## config.mk

```make
export PLATFORM = sky130hd
export DESIGN_NAME = shifter_pipe
export DESIGN_NICKNAME = d
export VERILOG_FILES = /design/src/rtl/shifter_pkg.sv /design/src/rtl/shift_stage.sv /design/src/rtl/shifter_pipe.sv
export SDC_FILE = /design/constraint.sdc
export NUM_CORES = 1
export LEC_CHECK = 0
export ABC_AREA = 1
export CELL_PAD_IN_SITES_DETAIL_PLACEMENT = 0
export CELL_PAD_IN_SITES_GLOBAL_PLACEMENT = 1
export CORE_MARGIN = 3
export CORE_UTILIZATION = 40
export CTS_BUF_LIST = sky130_fd_sc_hd__clkbuf_2 sky130_fd_sc_hd__clkbuf_4 sky130_fd_sc_hd__clkbuf_8
export DETAILED_ROUTE_END_ITERATION = 12
export PLACE_DENSITY = 0.87
export SLEW_MARGIN = 20
export SYNTH_ARGS = -nofsm -noshare
export SYNTH_HDL_FRONTEND = slang
export SYNTH_SLANG_ARGS = --single-unit
```

## constraint.sdc

```tcl
create_clock -name clk -period 1.46 [get_ports clk]
set_input_delay 0.292 -clock clk [delete_from_list [all_inputs] [get_ports clk]]
set_output_delay 0.292 -clock clk [all_outputs]
set_load 0.01 [all_outputs]
```

## src/rtl/shifter_pkg.sv

```systemverilog
// Shared definitions for the pipelined barrel shifter: operation encodings and width helper.
package shifter_pkg;

    typedef enum logic [2:0] {
        OP_ROL = 3'b000,
        OP_SLL = 3'b001,
        OP_ROR = 3'b010,
        OP_SRL = 3'b011,
        OP_SRA = 3'b100
    } op_e;

    // Ceiling log2, used for count width and pipeline depth.
    function automatic int unsigned clog2(input int unsigned value);
        int unsigned r;
        r = 0;
        for (int unsigned i = 0; i < 32; i++) begin
            if ((64'd1 << i) < 64'(value)) r = i + 1;
        end
        return r;
    endfunction

endpackage

```

## src/rtl/shift_stage.sv

```systemverilog
// One level of the barrel shifter: conditional shift by AMT followed by a valid/ready register slot.
module shift_stage
    import shifter_pkg::*;
#(
    parameter int unsigned WIDTH = 16,
    parameter int unsigned TAG_W = 4,
    parameter int unsigned AMT   = 1,
    localparam int unsigned CNT_W = clog2(WIDTH)
) (
    input  logic             clk,
    input  logic             rst_n,
    input  logic             in_valid,
    input  logic [WIDTH-1:0] din,
    input  logic [2:0]       op_in,
    input  logic [CNT_W-1:0] cnt_in,
    input  logic [TAG_W-1:0] tag_in,
    input  logic             carry_in,
    input  logic             sh,
    input  logic             out_ready,
    output logic             out_valid,
    output logic [WIDTH-1:0] dout,
    output logic [2:0]       op_out,
    output logic [CNT_W-1:0] cnt_out,
    output logic [TAG_W-1:0] tag_out,
    output logic             carry_out
);

    logic             valid_q;
    logic [WIDTH-1:0] data_q;
    logic [2:0]       op_q;
    logic [CNT_W-1:0] cnt_q;
    logic [TAG_W-1:0] tag_q;
    logic             carry_q;
    logic             ready_c;
    logic [WIDTH-1:0] shifted;

    // Slot accepts when empty or when its content moves on this cycle.
    assign ready_c = !valid_q || out_ready;

    always_comb begin
        shifted = din;
        if (sh) begin
            case (op_in)
                OP_ROL:  shifted = (din << AMT) | (din >> (WIDTH - AMT));
                OP_SLL:  shifted = din << AMT;
                OP_ROR:  shifted = (din >> AMT) | (din << (WIDTH - AMT));
                OP_SRL:  shifted = din >> AMT;
                OP_SRA:  shifted = $unsigned($signed(din) >>> AMT);
                default: shifted = din;
            endcase
        end
    end

    always_ff @(posedge clk or negedge rst_n) begin
        if (!rst_n) begin
            valid_q <= 1'b0;
            data_q  <= '0;
            op_q    <= '0;
            cnt_q   <= '0;
            tag_q   <= '0;
            carry_q <= 1'b0;
        end else if (ready_c) begin
            valid_q <= in_valid;
            if (in_valid) begin
                data_q  <= shifted;
                op_q    <= op_in;
                cnt_q   <= cnt_in;
                tag_q   <= tag_in;
                carry_q <= carry_in;
            end
        end
    end

    assign out_valid = valid_q;
    assign dout      = data_q;
    assign op_out    = op_q;
    assign cnt_out   = cnt_q;
    assign tag_out   = tag_q;
    assign carry_out = carry_q;

endmodule

```

## src/rtl/shifter_pipe.sv

```systemverilog
// Fully pipelined barrel shifter: one shift level per register stage, valid/ready flow control,
// tag passthrough, carry computed at entry and zero flag decoded from the final register.
module shifter_pipe
    import shifter_pkg::*;
#(
    parameter int unsigned WIDTH = 16,
    parameter int unsigned TAG_W = 4,
    localparam int unsigned CNT_W = clog2(WIDTH)
) (
    input  logic             clk,
    input  logic             rst_n,
    input  logic             in_valid,
    output logic             in_ready,
    input  logic [WIDTH-1:0] In,
    input  logic [CNT_W-1:0] Cnt,
    input  logic [2:0]       Op,
    input  logic [TAG_W-1:0] in_tag,
    output logic             out_valid,
    input  logic             out_ready,
    output logic [WIDTH-1:0] Out,
    output logic             out_carry,
    output logic             out_zero,
    output logic [TAG_W-1:0] out_tag
);

    logic [CNT_W:0][WIDTH-1:0] d;
    logic [CNT_W:0][2:0]       o;
    logic [CNT_W:0][CNT_W-1:0] c;
    logic [CNT_W:0][TAG_W-1:0] t;
    logic [CNT_W:0]            cy;
    logic [CNT_W-1:0]          sv;
    logic [CNT_W-1:0]          dn_rdy;
    logic [CNT_W-1:0]          idx_l;
    logic [CNT_W-1:0]          idx_r;
    logic                      carry0;
    logic                      unused_tail;

    // Left-type ops shift out In[WIDTH-Cnt]; right-type ops shift out In[Cnt-1].
    always_comb begin
        idx_l  = ~Cnt + CNT_W'(1);
        idx_r  = Cnt - CNT_W'(1);
        carry0 = 1'b0;
        if (Cnt != '0) begin
            case (Op)
                OP_ROL, OP_SLL:         carry0 = In[idx_l];
                OP_ROR, OP_SRL, OP_SRA: carry0 = In[idx_r];
                default:                carry0 = 1'b0;
            endcase
        end
    end

    assign d[0]  = In;
    assign o[0]  = Op;
    assign c[0]  = Cnt;
    assign t[0]  = in_tag;
    assign cy[0] = carry0;

    // Ready for a stage is flat-decoded from downstream valids to keep the chain acyclic.
    assign in_ready = out_ready | ~(&sv);

    for (genvar k = 0; k < CNT_W; k++) begin : g_stage
        logic vin;

        if (k == 0) begin : g_first
            assign vin = in_valid;
        end else begin : g_next
            assign vin = sv[k-1];
        end

        if (k == CNT_W - 1) begin : g_last
            assign dn_rdy[k] = out_ready;
        end else begin : g_mid
            assign dn_rdy[k] = out_ready | ~(&sv[CNT_W-1:k+1]);
        end

        shift_stage #(
            .WIDTH (WIDTH),
            .TAG_W (TAG_W),
            .AMT   (1 << k)
        ) u_stage (
            .clk       (clk),
            .rst_n     (rst_n),
            .in_valid  (vin),
            .din       (d[k]),
            .op_in     (o[k]),
            .cnt_in    (c[k]),
            .tag_in    (t[k]),
            .carry_in  (cy[k]),
            .sh        (c[k][k]),
            .out_ready (dn_rdy[k]),
            .out_valid (sv[k]),
            .dout      (d[k+1]),
            .op_out    (o[k+1]),
            .cnt_out   (c[k+1]),
            .tag_out   (t[k+1]),
            .carry_out (cy[k+1])
        );
    end

    assign out_valid = sv[CNT_W-1];
    assign Out       = d[CNT_W];
    assign out_carry = cy[CNT_W];
    assign out_tag   = t[CNT_W];
    assign out_zero  = (d[CNT_W] == '0);

    // Op and count are fully consumed by the time they leave the last stage.
    assign unused_tail = ^{o[CNT_W], c[CNT_W]};

endmodule

```

* Word level (Yosys, flattened, before mapping) *
Cells that the tools add are included.

word-level totals
  memories = 0
  bits in read-only memories = 0
  register bits after elaboration = 109
  RAM bits = 0
  bits in latches = 0

cells by class
  bitwise gates (word level) = 16
  equal/unequal tests = 16
  add/subtract/negate cells = 2
  divide/modulo/power cells = 0
  mux-type cells = 14
  shifts and indexed selects = 0
  $mul = 0
  reduce and logical (&&, ||, !) cells = 24
  $lt $le $gt $ge = 2

operators by type and width
  cell                 number
  $pmux 16 s5          3
  $mux 16              4
  $pmux 16 s4          1
  $eq 3x2->1 const B   8
  $logic_not 16->1     1
  $or 12x16->16        1
  $or 14x16->16        1
  $or 15x16->16        1
  $or 16x1->16         1
  $or 16x2->16         1
  $or 16x4->16         1
  $or 16x8->16         1
  $eq 3x1->1 const B   4
  $eq 3x3->1 const B   4
  $logic_not 3->1      4
  $lt 4x5->1 const B   2
  $reduce_and 2->1     5
  $bmux 1 s4           2
  $add 4x1->4 const B  1
  $logic_not 1->1      4
  $logic_or 1x1->1     4
  $not 1->1            4
  $not 4->4            1
  $or 1x1->1           4
  other kinds (8)      11

* Logic depth before layout (Yosys ltp) *
Gate-level depths: netlist of run 1.

  depth in word-level cells = 6
  depth in mapped cells = 14
  mapped depth without buffers = 12

* Cells and area by module *
From an unflattened synthesis of run 1, not the netlist that was laid out.

second synthesis, totals
  cell total of the unflattened synthesis = 950
  area, all modules = 6926.6 sq um

by module, submodules not included
  module                             sequential area each (sq um)  area an instance (sq um)  cells an instance  instances
  shift_stage at g_stage[2].u_stage  725.7                         1634.1                    209                1
  shift_stage at g_stage[1].u_stage  725.7                         1624.1                    204                1
  shift_stage at g_stage[0].u_stage  725.7                         1611.5                    230                1
  shift_stage at g_stage[3].u_stage  725.7                         1420.1                    189                1
  shifter_pipe                       0.0                           636.9                     118                1

* Least setup slack after synthesis of run 1 *
OpenSTA, ideal clock, no wires.

  kind = in2reg
  from = input port Cnt[0]
  to = register g_stage[0].u_stage.carry_q
  slack = -0.309 ns
  cell stages on the path = 13
  arrival = 1.652 ns
  cells stage by stage = buf_4 inv_2 buf_6 ha_1 buf_2 inv_1 nand3_1 nand3_1 nand3_1 nand2_1 nand2_1 nand3_1 nand2_1

between the ends
  word-level cells in the longest chain between the ends = 6
  elaborated cells between the ends (all ways) = 10
  classes of those cells = add/sub (2); mux (6); bitwise (1); reduce/logical (1)

ends and longest elaborated chain
  element                       line                RTL
  from (decl)                   shifter_pipe.sv:15  input logic [CNT_W-1:0] Cnt,
  $not 4->4                     shifter_pipe.sv:40  idx_l = ~Cnt + CNT_W'(1);
  $add 4x1->4                   shifter_pipe.sv:40
  $bmux 1 s4                    shifter_pipe.sv:45  OP_ROL, OP_SLL: carry0 = In[idx_l];
  $mux 1 (implied by the code)  shifter_pipe.sv:45
  $pmux 1 s2                    shifter_pipe.sv:44  case (Op)
  $mux 1 (*)                    shifter_pipe.sv:43  if (Cnt != '0) begin
  to (signal assigned)          shift_stage.sv:69   carry_q <= carry_in;
  to (decl)                     shift_stage.sv:33   logic carry_q;

Mark *: on every way between the ends. The rest lies on a longest branch, timed or not. The select of a mux whose other input is x is not followed.
A chain may end at the register's enable or synchronous reset.

* Final worst setup path of run 1 *
  from = register g_stage[3].u_stage.data_q[1]
  to = output port out_zero

between the ends
  word-level cells in the longest chain between the ends = 1

ends and longest elaborated chain
  element                 line                 RTL
  from (decl)             shift_stage.sv:29    logic [WIDTH-1:0] data_q;
  from (signal assigned)  shift_stage.sv:65    data_q <= shifted;
  $logic_not 16->1        shifter_pipe.sv:104  assign out_zero = (d[CNT_W] == '0);
  to (decl)               shifter_pipe.sv:22   output logic out_zero,

Every way passes these cells.

==> out/metrics.yaml, run 1 <==
ctsLongestPathBuffers: 2
final_common_cell: "nand2_1"
cts-root-buf: "clkbuf_8"
syn_area_per_cell_um2: 7.71
status: "finished, violations left"
synth.top_cell.area_share_pct: 46.5
num_io_pins: 55
synth_edf_count: 0
startpoint_type: "flip-flop"
max_cap_violations: 0
arrival_ns: 1.41
p_leak_nw: 3.47
finalMaxSlewViolations: 0
numCtsBuffers: 9
dr_wl_met2_mm: 7.34
start_util_pct: 41.4
route.detailed.drc: 0
pre_cts_slack_ns: -0.464
dr.pass1.iters: 5
worst_pin_slew_ns: 0.452
synth_area_um2: 5540
setup_viol: 3
power_mw: 11.1
cp.required_ns: 1.17
min_path_type: "in -> reg"
cpPeakStageDelay_ns: 0.39
violations: "setup timing"
setup_tns_ns: -0.301
setup_slack_ns: -0.242
portBuffers: 54
grt_pass1_wl_mm: 22.8
wl_met3_um: 574
met1Wirelength_mm: 6.05
fmax_mhz: 587
post_drt_wl_per_cell_um: 14.1
yosysSeqAreaShare_pct: 46.5
crit_fanout: 2
slew_headroom_pct: 69.9
track_usage_pct: 18.3
slowest_stage: "dfrtp_1"
cts.clk_slew.worst_paths_ns: 0.09
coreArea_um2: 13400
crit_path_end_kind: "output pin"
cp_cell_sequence: "nor4_2 > nand2_1 > nor3_2 > buf_2"
period_minus_slack_ns: 1.70
route.top_layer_used: "met4"
drt-total-wl_mm: 14.4
die-area_um2: 15300
cts_max_level: 3
finalClockSkew_ns: 0.0114
ant_nets: 0
synth_cells: 719
cts_tree: "built"
layout_common_cells: "nand2_1 (183), dfrtp_1 (99), buf_4 (84)"
hold_viol_final: 0
power_density_nw_per_um2: 1490
fp.dieW_um: 124
synth_largest_area_cell: "dfrtp_1"
grt_max_degree: 45
cts.sinks: 103
ys_types: 33
synth.ff_latch_count: 103
dp_hpwl_mm: 10.3
drtIter0Drc: 317
num_rows: 42
antenna_found_initial: 0
path_class: "reg -> out"
fin_area_um2: 7420
synth_area_leaders: "dfrtp_1 (46%), nand2_1 (13%), o21ai_0 (6.8%)"
rsz0062_at_grt: "yes"
die_h_um: 124
clk-insertion-delay-late_ns: 0.38
synth_ff_type: "dfrtp_1"
final_nets: 875
post-route-period-util_pct: 117
drive_gt1_share_pct: 25.5
syn2layout_area_growth_pct: 33.8
antennaDiodeCount: 0
yosysWarnings: 0
synthArstFlopShare_pct: 100
peakVddDrop_uv: 616
place.gp.congestion: 0.951
num_vias: 5297
grt_pass1_vias: 4984
overflow: 0
placed_cell_area_um2: 6770
vias_per_cell: 5.18
synth.net_count: 752
## sequential cells by signal, indices dropped and copies added (netlist names)
name / flops
g_stage.u_stage.tag_out: 16
g_stage.u_stage.carry_out: 4
g_stage.u_stage.op_out: 9
g_stage.u_stage.dout: 64
g_stage.u_stage.out_valid: 4
g_stage.u_stage.cnt_out: 6
## worst paths after layout
check | from | to | slack (ns) | cells after the start
setup / recovery | g_stage[3].u_stage.dout[1] | out_zero | -0.24 | 4
hold / removal | out_ready | g_stage[2].u_stage.out_valid | 0.37 | 4
setup reg to reg | g_stage[1].u_stage.op_out[2] | g_stage[2].u_stage.dout[14] | -0.02 | 8
hold reg to reg | g_stage[3].u_stage.tag_out[1] | g_stage[3].u_stage.tag_out[1] | 0.48 | 2
max in group asynchronous | rst_n | g_stage[0].u_stage.op_out[0] | 0.50 | 3
min in group asynchronous | rst_n | g_stage[3].u_stage.dout[13] | 0.40 | 2
## routing by layer
metal  GRT usage (%)  vias up
met5               0        -
met4            8.24        0
met3            2.86       39
met2            31.3      159
met1            22.7     2451
li1                -     2648
## kinds of logic after synthesis
group                    synth area share (%)
flip-flops                               46.5
AND/OR/NAND/NOR                          20.0
buffers and inverters                    11.0
AO/OA/AOI/OAI                            22.0
adder cells (fa/ha/maj)                 0.451
## critical path: cells and delay by family, from the launching register on
family | cells | cell delay [ns]
and+or+nand+nor | 3 | 0.51
DFF | 1 | 0.39
buffers and inverters | 1 | 0.14
## through the flow
stage / instances / util [%] / hold WS [ns]
4_1_cts: 1007 / 52.1 / 0.362
6_report: 1022 / 55.4 / 0.368
3_3_place_gp: 988 / 50.5 / 0.264
5_1_grt: 1022 / 55.4 / 0.390
2_1_floorplan: 719 / - / -0.00359
3_5_place_dp: 988 / 50.5 / 0.265
## where the power goes
group / leakage, nW / switching, mW / internal [mW] / total (mW)
Clock: 0.0764 / 0.939 / 0.652 / 1.59
Combinational: 2.13 / 2.75 / 2.31 / 5.06
Sequential: 1.27 / 0.644 / 3.79 / 4.44
## layout make-up
cell class	count	area (µm²)
timing repair buffer	159	1460
multi-input combinational	487	2630
timing repair inverter	2	16.3
tap	176	220
sequential	103	2580
clock buffer	10	138
clock inverter	5	35.0
inverter	80	337
fill	1255	5980
## cell usage after synthesis (4+ instances only)
master / instances
clkbuf_1: 9
dfrtp_1: 103
o211ai_1: 4
nand2_2: 4
o21ai_1: 18
nand3_1: 35
buf_6: 4
nand2_1: 191
a21oi_1: 70
nor2_1: 14
o221ai_1: 6
inv_2: 5
nor3_1: 6
inv_1: 74
o21ai_0: 75
buf_2: 15
buf_4: 20
o22ai_1: 42
## what timing repair did
item,in CTS,in global routing
gates resized for setup,58,116
setup buffers,3,14
gates cloned,0,5
endpoints found under the hold margin,29,0
setup endpoints to repair,30,65
pin swaps,3,16
hold buffers,1,0
Note: power is estimated with default switching activity, not from simulation.
==> run 2, diff against run 1 <==
CORE_ASPECT_RATIO = 1.25   (was not set)
GPL_ROUTABILITY_DRIVEN = 0   (was not set)
==> run 2 against run 1 <==
The run still ends with setup timing left. Final area down 0.62%. Wire length increased by 4.0%. Hold slack worse by 0.041 ns. Largest cell class is now flip-flops and latches. Largest power group unchanged.
==> out/metrics.yaml, run 2 (synthesis gave the netlist of run 1 again) <==
cp.required_ns: 1.17  # about the same
num_vias: 5357  # was 5,297
grt_pass1_wl_mm: 23.1  # was 22.8 mm
path_buf_inv: 1  # unchanged
slowest_stage: "dfrtp_1"  # unchanged
p_leak_nw: 3.50  # was 3.47 nW
multiInputGateArea_um2: 2530  # was 2630 µm²
fillers: 1237  # was 1,255
seqCellArea_um2: 2580  # unchanged
route.detailed.drc: 0  # unchanged
setup_viol: 4  # was 3
setup_slack_ns: -0.271  # was -0.242 ns
syn2layout_area_growth_pct: 33.0  # was 33.8%
coreArea_um2: 13400  # about the same
clk-insertion-delay-late_ns: 0.38  # about the same
peakVddDrop_uv: 927  # was 616 µV
pre_cts_slack_ns: -0.508  # was -0.464 ns
slew_headroom_pct: 59.0  # was 69.9%
drt-total-wl_mm: 15.0  # was 14.4 mm
fp.dieW_um: 111  # was 124 µm
final_cell_count_no_fill: 1009  # was 1,022
grt_pass1_vias: 5061  # was 4,984
fin_util_pct: 55.0  # was 55.4%
numCtsBuffers: 9  # unchanged
placed_cells: 976  # was 988
antenna_found_initial: 0  # unchanged
drive_gt1_share_pct: 21.8  # was 25.5%
drtIter0Drc: 356  # was 317
cts_tree: "built"  # unchanged
finalMaxSlewViolations: 0  # unchanged
overflow: 0  # unchanged
dr.pass1.iters: 5  # unchanged
period_minus_slack_ns: 1.73  # was 1.70 ns
track_usage_pct: 18.1  # was 18.3%
largest_reg_flops: 64  # unchanged
final_nets: 866  # was 875
path_class: "reg -> out"  # unchanged
grt_max_degree: 49  # was 45
num_io_pins: 55  # unchanged
die-area_um2: 15300  # about the same
status: "finished, violations left"  # unchanged
crit_path_end_kind: "output pin"  # unchanged
final_common_cell: "nand2_1"  # unchanged
post_drt_wl_per_cell_um: 14.8  # was 14.1 µm
crit_fanout: 2  # unchanged
arrival_ns: 1.44  # was 1.41 ns
vias_per_cell: 5.31  # was 5.18
rsz0062_at_grt: "yes"  # unchanged
start_util_pct: 41.3  # was 41.4%
num_rows: 47  # was 42
worst_pin_slew_ns: 0.612  # was 0.452 ns
cp_cell_sequence: "nor4_2 > nand2_1 > nor3_1 > buf_2"  # was nor4_2 > nand2_1 > nor3_2 > buf_2
ant_nets: 0  # unchanged
cp_top_family: "simple AND/OR/NAND/NOR gates"  # unchanged
dp_hpwl_mm: 10.5  # was 10.3 mm
cts-root-buf: "clkbuf_8"  # unchanged
startpoint_type: "flip-flop"  # unchanged
power_mw: 11.3  # was 11.1 mW
finalClockSkew_ns: 0.00896  # was 0.0114 ns
cts.clk_slew.worst_paths_ns: 0.09  # about the same
layout_common_cells: "nand2_1 (188), dfrtp_1 (99), buf_4 (70)"  # was nand2_1 (183), dfrtp_1 (99), buf_4 (84)
power_density_nw_per_um2: 1540  # was 1490 nW/µm²
violations: "setup timing"  # unchanged
die_h_um: 138  # was 124 µm
min_path_type: "in -> async"  # was in -> reg
cpPeakStageDelay_ns: 0.39  # about the same
antennaDiodeCount: 0  # unchanged
post-route-period-util_pct: 119  # was 117%
cts_max_level: 3  # unchanged
portBuffers: 54  # unchanged
placed_cell_area_um2: 6710  # was 6770 µm²
fmax_mhz: 578  # was 587 MHz
hold_viol_final: 0  # unchanged
fin_area_um2: 7370  # was 7420 µm²
max_cap_violations: 0  # unchanged
ctsLongestPathBuffers: 2  # unchanged
cts.sinks: 103  # unchanged
[run 2: power breakdown]
| group | switching [mW] | internal, mW |
|---|---|---|
| registers | 0.616 | 3.79 |
| clock network | 0.972 | 0.967 |
| logic | 2.73 | 2.26 |
| total | 4.31 | 7.02 |
[run 2: final cells by class]
type | instances | share of cell area [%]
clock buffer | 9 | 1.68
inverter | 80 | 4.48
clock inverter | 7 | 1.32
tap | 171 | 2.90
timing repair inverter | 1 | 0.119
sequential | 103 | 35.0
timing repair buffer | 151 | 20.1
multi-input combinational | 487 | 34.3
[run 2: repair_timing]
action,4_1_cts,5_1_grt
buffers inserted,2,6
gates cloned,0,8
endpoints found under the setup margin,25,50
hold buffers,1,0
gates resized for setup,45,104
hold endpoints to repair,16,0
pin swaps,3,7
[run 2: layer usage]
layer  vias to the layer above  global-route usage, %  wire length [µm]
met2                       178                   34.1              8120
li1                       2632                      -                 -
met5                         -                      0                 0
met4                         0                   7.57               483
met1                      2508                   20.4              5770
met3                        39                   2.59               597
[run 2: per-stage QoR]
stage	setup TNS [ns]	hold slack (ns)
detailed placement	-21.27	0.182
floorplan	-0.0316	-0.00359
global route	-1.46	0.348
CTS	-0.371	0.324
finish	-0.326	0.327
global placement	-18.22	0.179
[run 2: worst paths after layout]
path | from | endpoint | slack, ns | depth (start not counted)
worst max-delay path | g_stage[3].u_stage.dout[3] | out_zero | -0.27 | 4
worst min-delay path | rst_n | g_stage[3].u_stage.dout[1] | 0.33 | 2
worst max register to register | g_stage[0].u_stage.op_out[1] | g_stage[1].u_stage.dout[6] | -0.01 | 7
worst min register to register | g_stage[3].u_stage.tag_out[2] | g_stage[3].u_stage.tag_out[2] | 0.48 | 2
max in group asynchronous | rst_n | g_stage[1].u_stage.op_out[1] | 0.60 | 3
min in group clk | Cnt[1] | g_stage[0].u_stage.cnt_out[1] | 0.36 | 4
==> run 3, diff against run 2 <==
==> constraint.sdc (replaced) <==
create_clock -name clk -period 1.46 [get_ports clk]
set_input_delay 0.438 -clock clk [delete_from_list [all_inputs] [get_ports clk]]
set_output_delay 0.438 -clock clk [all_outputs]
set_load 0.01 [all_outputs]
==> run 3 against run 2 <==
The flow still finishes with violations (setup timing). Worst setup slack worse by 0.20 ns. Combinational power is 4% higher. Maximum frequency shrank 10%. Wire length is 1.6% lower. Non-clock buffer count is 15 higher. Register-to-register slack got worse by 0.08 ns. Sequential power grew 2%. Hold slack improved by 0.16 ns. Utilization is 0.98 points higher. Clock-buffer cell count grew 2.
==> out/metrics.yaml, run 3 (synthesis gave the netlist of run 1 again) <==
arrival_ns: 1.49  # was 1.44 ns
max_cap_violations: 0  # unchanged
track_usage_pct: 18.1  # about the same
rsz0062_at_grt: "yes"  # unchanged
cts.clk_slew.worst_paths_ns: 0.10  # was 0.09 ns
coreArea_um2: 13400  # unchanged
setup_slack_ns: -0.473  # was -0.271 ns
die_h_um: 138  # unchanged
final_nets: 881  # was 866
finalMaxSlewViolations: 0  # unchanged
antennaDiodeCount: 0  # unchanged
drtIter0Drc: 451  # was 356
clk-insertion-delay-late_ns: 0.37  # was 0.38 ns
p_leak_nw: 3.58  # was 3.50 nW
dp_hpwl_mm: 10.3  # was 10.5 mm
start_util_pct: 41.3  # unchanged
vias_per_cell: 5.25  # was 5.31
cpPeakStageDelay_ns: 0.42  # was 0.39 ns
grt_pass1_wl_mm: 23.2  # was 23.1 mm
hold_viol_final: 0  # unchanged
largest_reg_flops: 64  # unchanged
period_minus_slack_ns: 1.93  # was 1.73 ns
num_vias: 5381  # was 5,357
route.detailed.drc: 0  # unchanged
portBuffers: 54  # unchanged
fp.dieW_um: 111  # unchanged
cts-root-buf: "clkbuf_8"  # unchanged
power_density_nw_per_um2: 1510  # was 1540 nW/µm²
grt_max_degree: 51  # was 49
finalClockSkew_ns: 0.0112  # was 0.00896 ns
seq_power_share_pct: 39.6  # was 38.9%
drive_gt1_share_pct: 25.1  # was 21.8%
min_path_type: "in -> async"  # unchanged
grt_pass1_vias: 5088  # was 5,061
fmax_mhz: 517  # was 578 MHz
peakVddDrop_uv: 928  # was 927 µV
ant_nets: 0  # unchanged
crit_fanout: 2  # unchanged
p_int_mw: 6.97  # was 7.02 mW
cp.required_ns: 1.02  # was 1.17 ns
cts_tree: "built"  # unchanged
switching_share_pct: 38.4  # was 38.1%
overflow: 0  # unchanged
post-route-period-util_pct: 132  # was 119%
cp_cell_sequence: "nor4_2 > nand2_1 > nor3_1 > buf_2"  # unchanged
dr.pass1.iters: 5  # unchanged
num_io_pins: 55  # unchanged
status: "finished, violations left"  # unchanged
final_common_cell: "nand2_1"  # unchanged
startpoint_type: "flip-flop"  # unchanged
drt-total-wl_mm: 14.7  # was 15.0 mm
layout_common_cells: "nand2_1 (188), dfrtp_1 (100), buf_4 (79)"  # was nand2_1 (188), dfrtp_1 (99), buf_4 (70)
p_switching_mw: 4.35  # was 4.31 mW
antenna_found_initial: 0  # unchanged
ctsLongestPathBuffers: 2  # unchanged
fillers: 1242  # was 1,237
multiInputGateArea_um2: 2550  # was 2530 µm²
comb_power_share_pct: 45.8  # was 44.0%
post_drt_wl_per_cell_um: 14.4  # was 14.8 µm
seqCellArea_um2: 2580  # about the same
fin_util_pct: 56.0  # was 55.0%
syn2layout_area_growth_pct: 35.4  # was 33.0%
fin_area_um2: 7500  # was 7370 µm²
numCtsBuffers: 9  # unchanged
crit_path_end_kind: "output pin"  # unchanged
worst_pin_slew_ns: 0.407  # was 0.612 ns
setup_viol: 29  # was 4
slew_headroom_pct: 72.9  # was 59.0%
clkPwrFrac_pct: 14.6  # was 17.1%
num_rows: 47  # unchanged
cts.sinks: 103  # unchanged
path_class: "reg -> out"  # unchanged
cts_max_level: 3  # unchanged
violations: "setup timing"  # unchanged
slowest_stage: "dfrtp_1"  # unchanged
die-area_um2: 15300  # unchanged
placed_cell_area_um2: 6780  # was 6710 µm²
==> run 3: worst max-delay path, delay by kind of cell (launching register included) <==
kind	cells	cell delay (ns)
DFF	1	0.42
and+or+nand+nor	3	0.55
buffers and inverters	1	0.15
==> run 3: power by group through the flow <==
stage               combinational [mW]  clock (mW)  sequential [mW]
floorplan                         2.80           0             4.34
global placement                  4.47           0             4.39
detailed placement                4.57           0             4.44
CTS                               4.66        1.70             4.40
global route                      5.71        1.81             4.60
finish                            5.18        1.66             4.48
==> run 3: metal layers <==
metal	global-route usage, %	share of wire [%]	vias to the layer above
li1	-	-	2659
met1	19.9	39	2512
met2	34.7	54	174
met3	2.90	3.9	36
met4	6.96	2.4	0
met5	0	0	-
==> run 3: worst paths after layout <==
check | from | end | cells past startpoint | slack (ns)
worst min register to register | g_stage[2].u_stage.carry_out | g_stage[3].u_stage.carry_out | 2 | 0.48
worst max-delay path | g_stage[3].u_stage.dout[5] | out_zero | 4 | -0.47
min in group clk | g_stage[2].u_stage.carry_out | g_stage[3].u_stage.carry_out | 2 | 0.48
max in group asynchronous | rst_n | g_stage[0].u_stage.op_out[0] | 3 | 0.42
worst min-delay path | rst_n | g_stage[3].u_stage.dout[6] | 2 | 0.48
worst max register to register | g_stage[3].u_stage.out_valid | g_stage[1].u_stage.carry_out | 10 | -0.09
==> run 3: cell type report <==
type                            instances  share of cell area [%]
Tap cell                              171                    2.85
Sequential cell                       103                    34.4
Inverter                               80                    4.37
Timing Repair Buffer                  166                    21.8
Timing Repair inverter                  1                   0.117
Clock inverter                          5                   0.417
Clock buffer                           11                    2.02
Multi-Input combinational cell        487                    34.0
==> run 3: timing repair <==
| item | CTS | global route |
|---|---|---|
| hold buffers | 1 | 0 |
| hold endpoints to repair | 18 | 0 |
| cloned | 0 | 6 |
| pin swaps | 5 | 9 |
| buffers inserted | 11 | 12 |
| setup endpoints to repair | 52 | 93 |
| resized for setup | 99 | 114 |
==> run 3: per-stage QoR <==
stage                     hold slack [ns]  std cells  power [mW]  worst slack [ns]  TNS (ns)
after floorplan                     0.142        719        7.14            -0.178    -0.178
after global placement              0.340        986        8.87            -0.706    -33.63
after detailed placement            0.341        986        9.01            -0.691    -33.57
after CTS                           0.478       1010        10.8            -0.455    -0.738
after global routing                0.493       1024        12.1            -0.541     -3.69
final                               0.483       1024        11.3            -0.473     -1.38
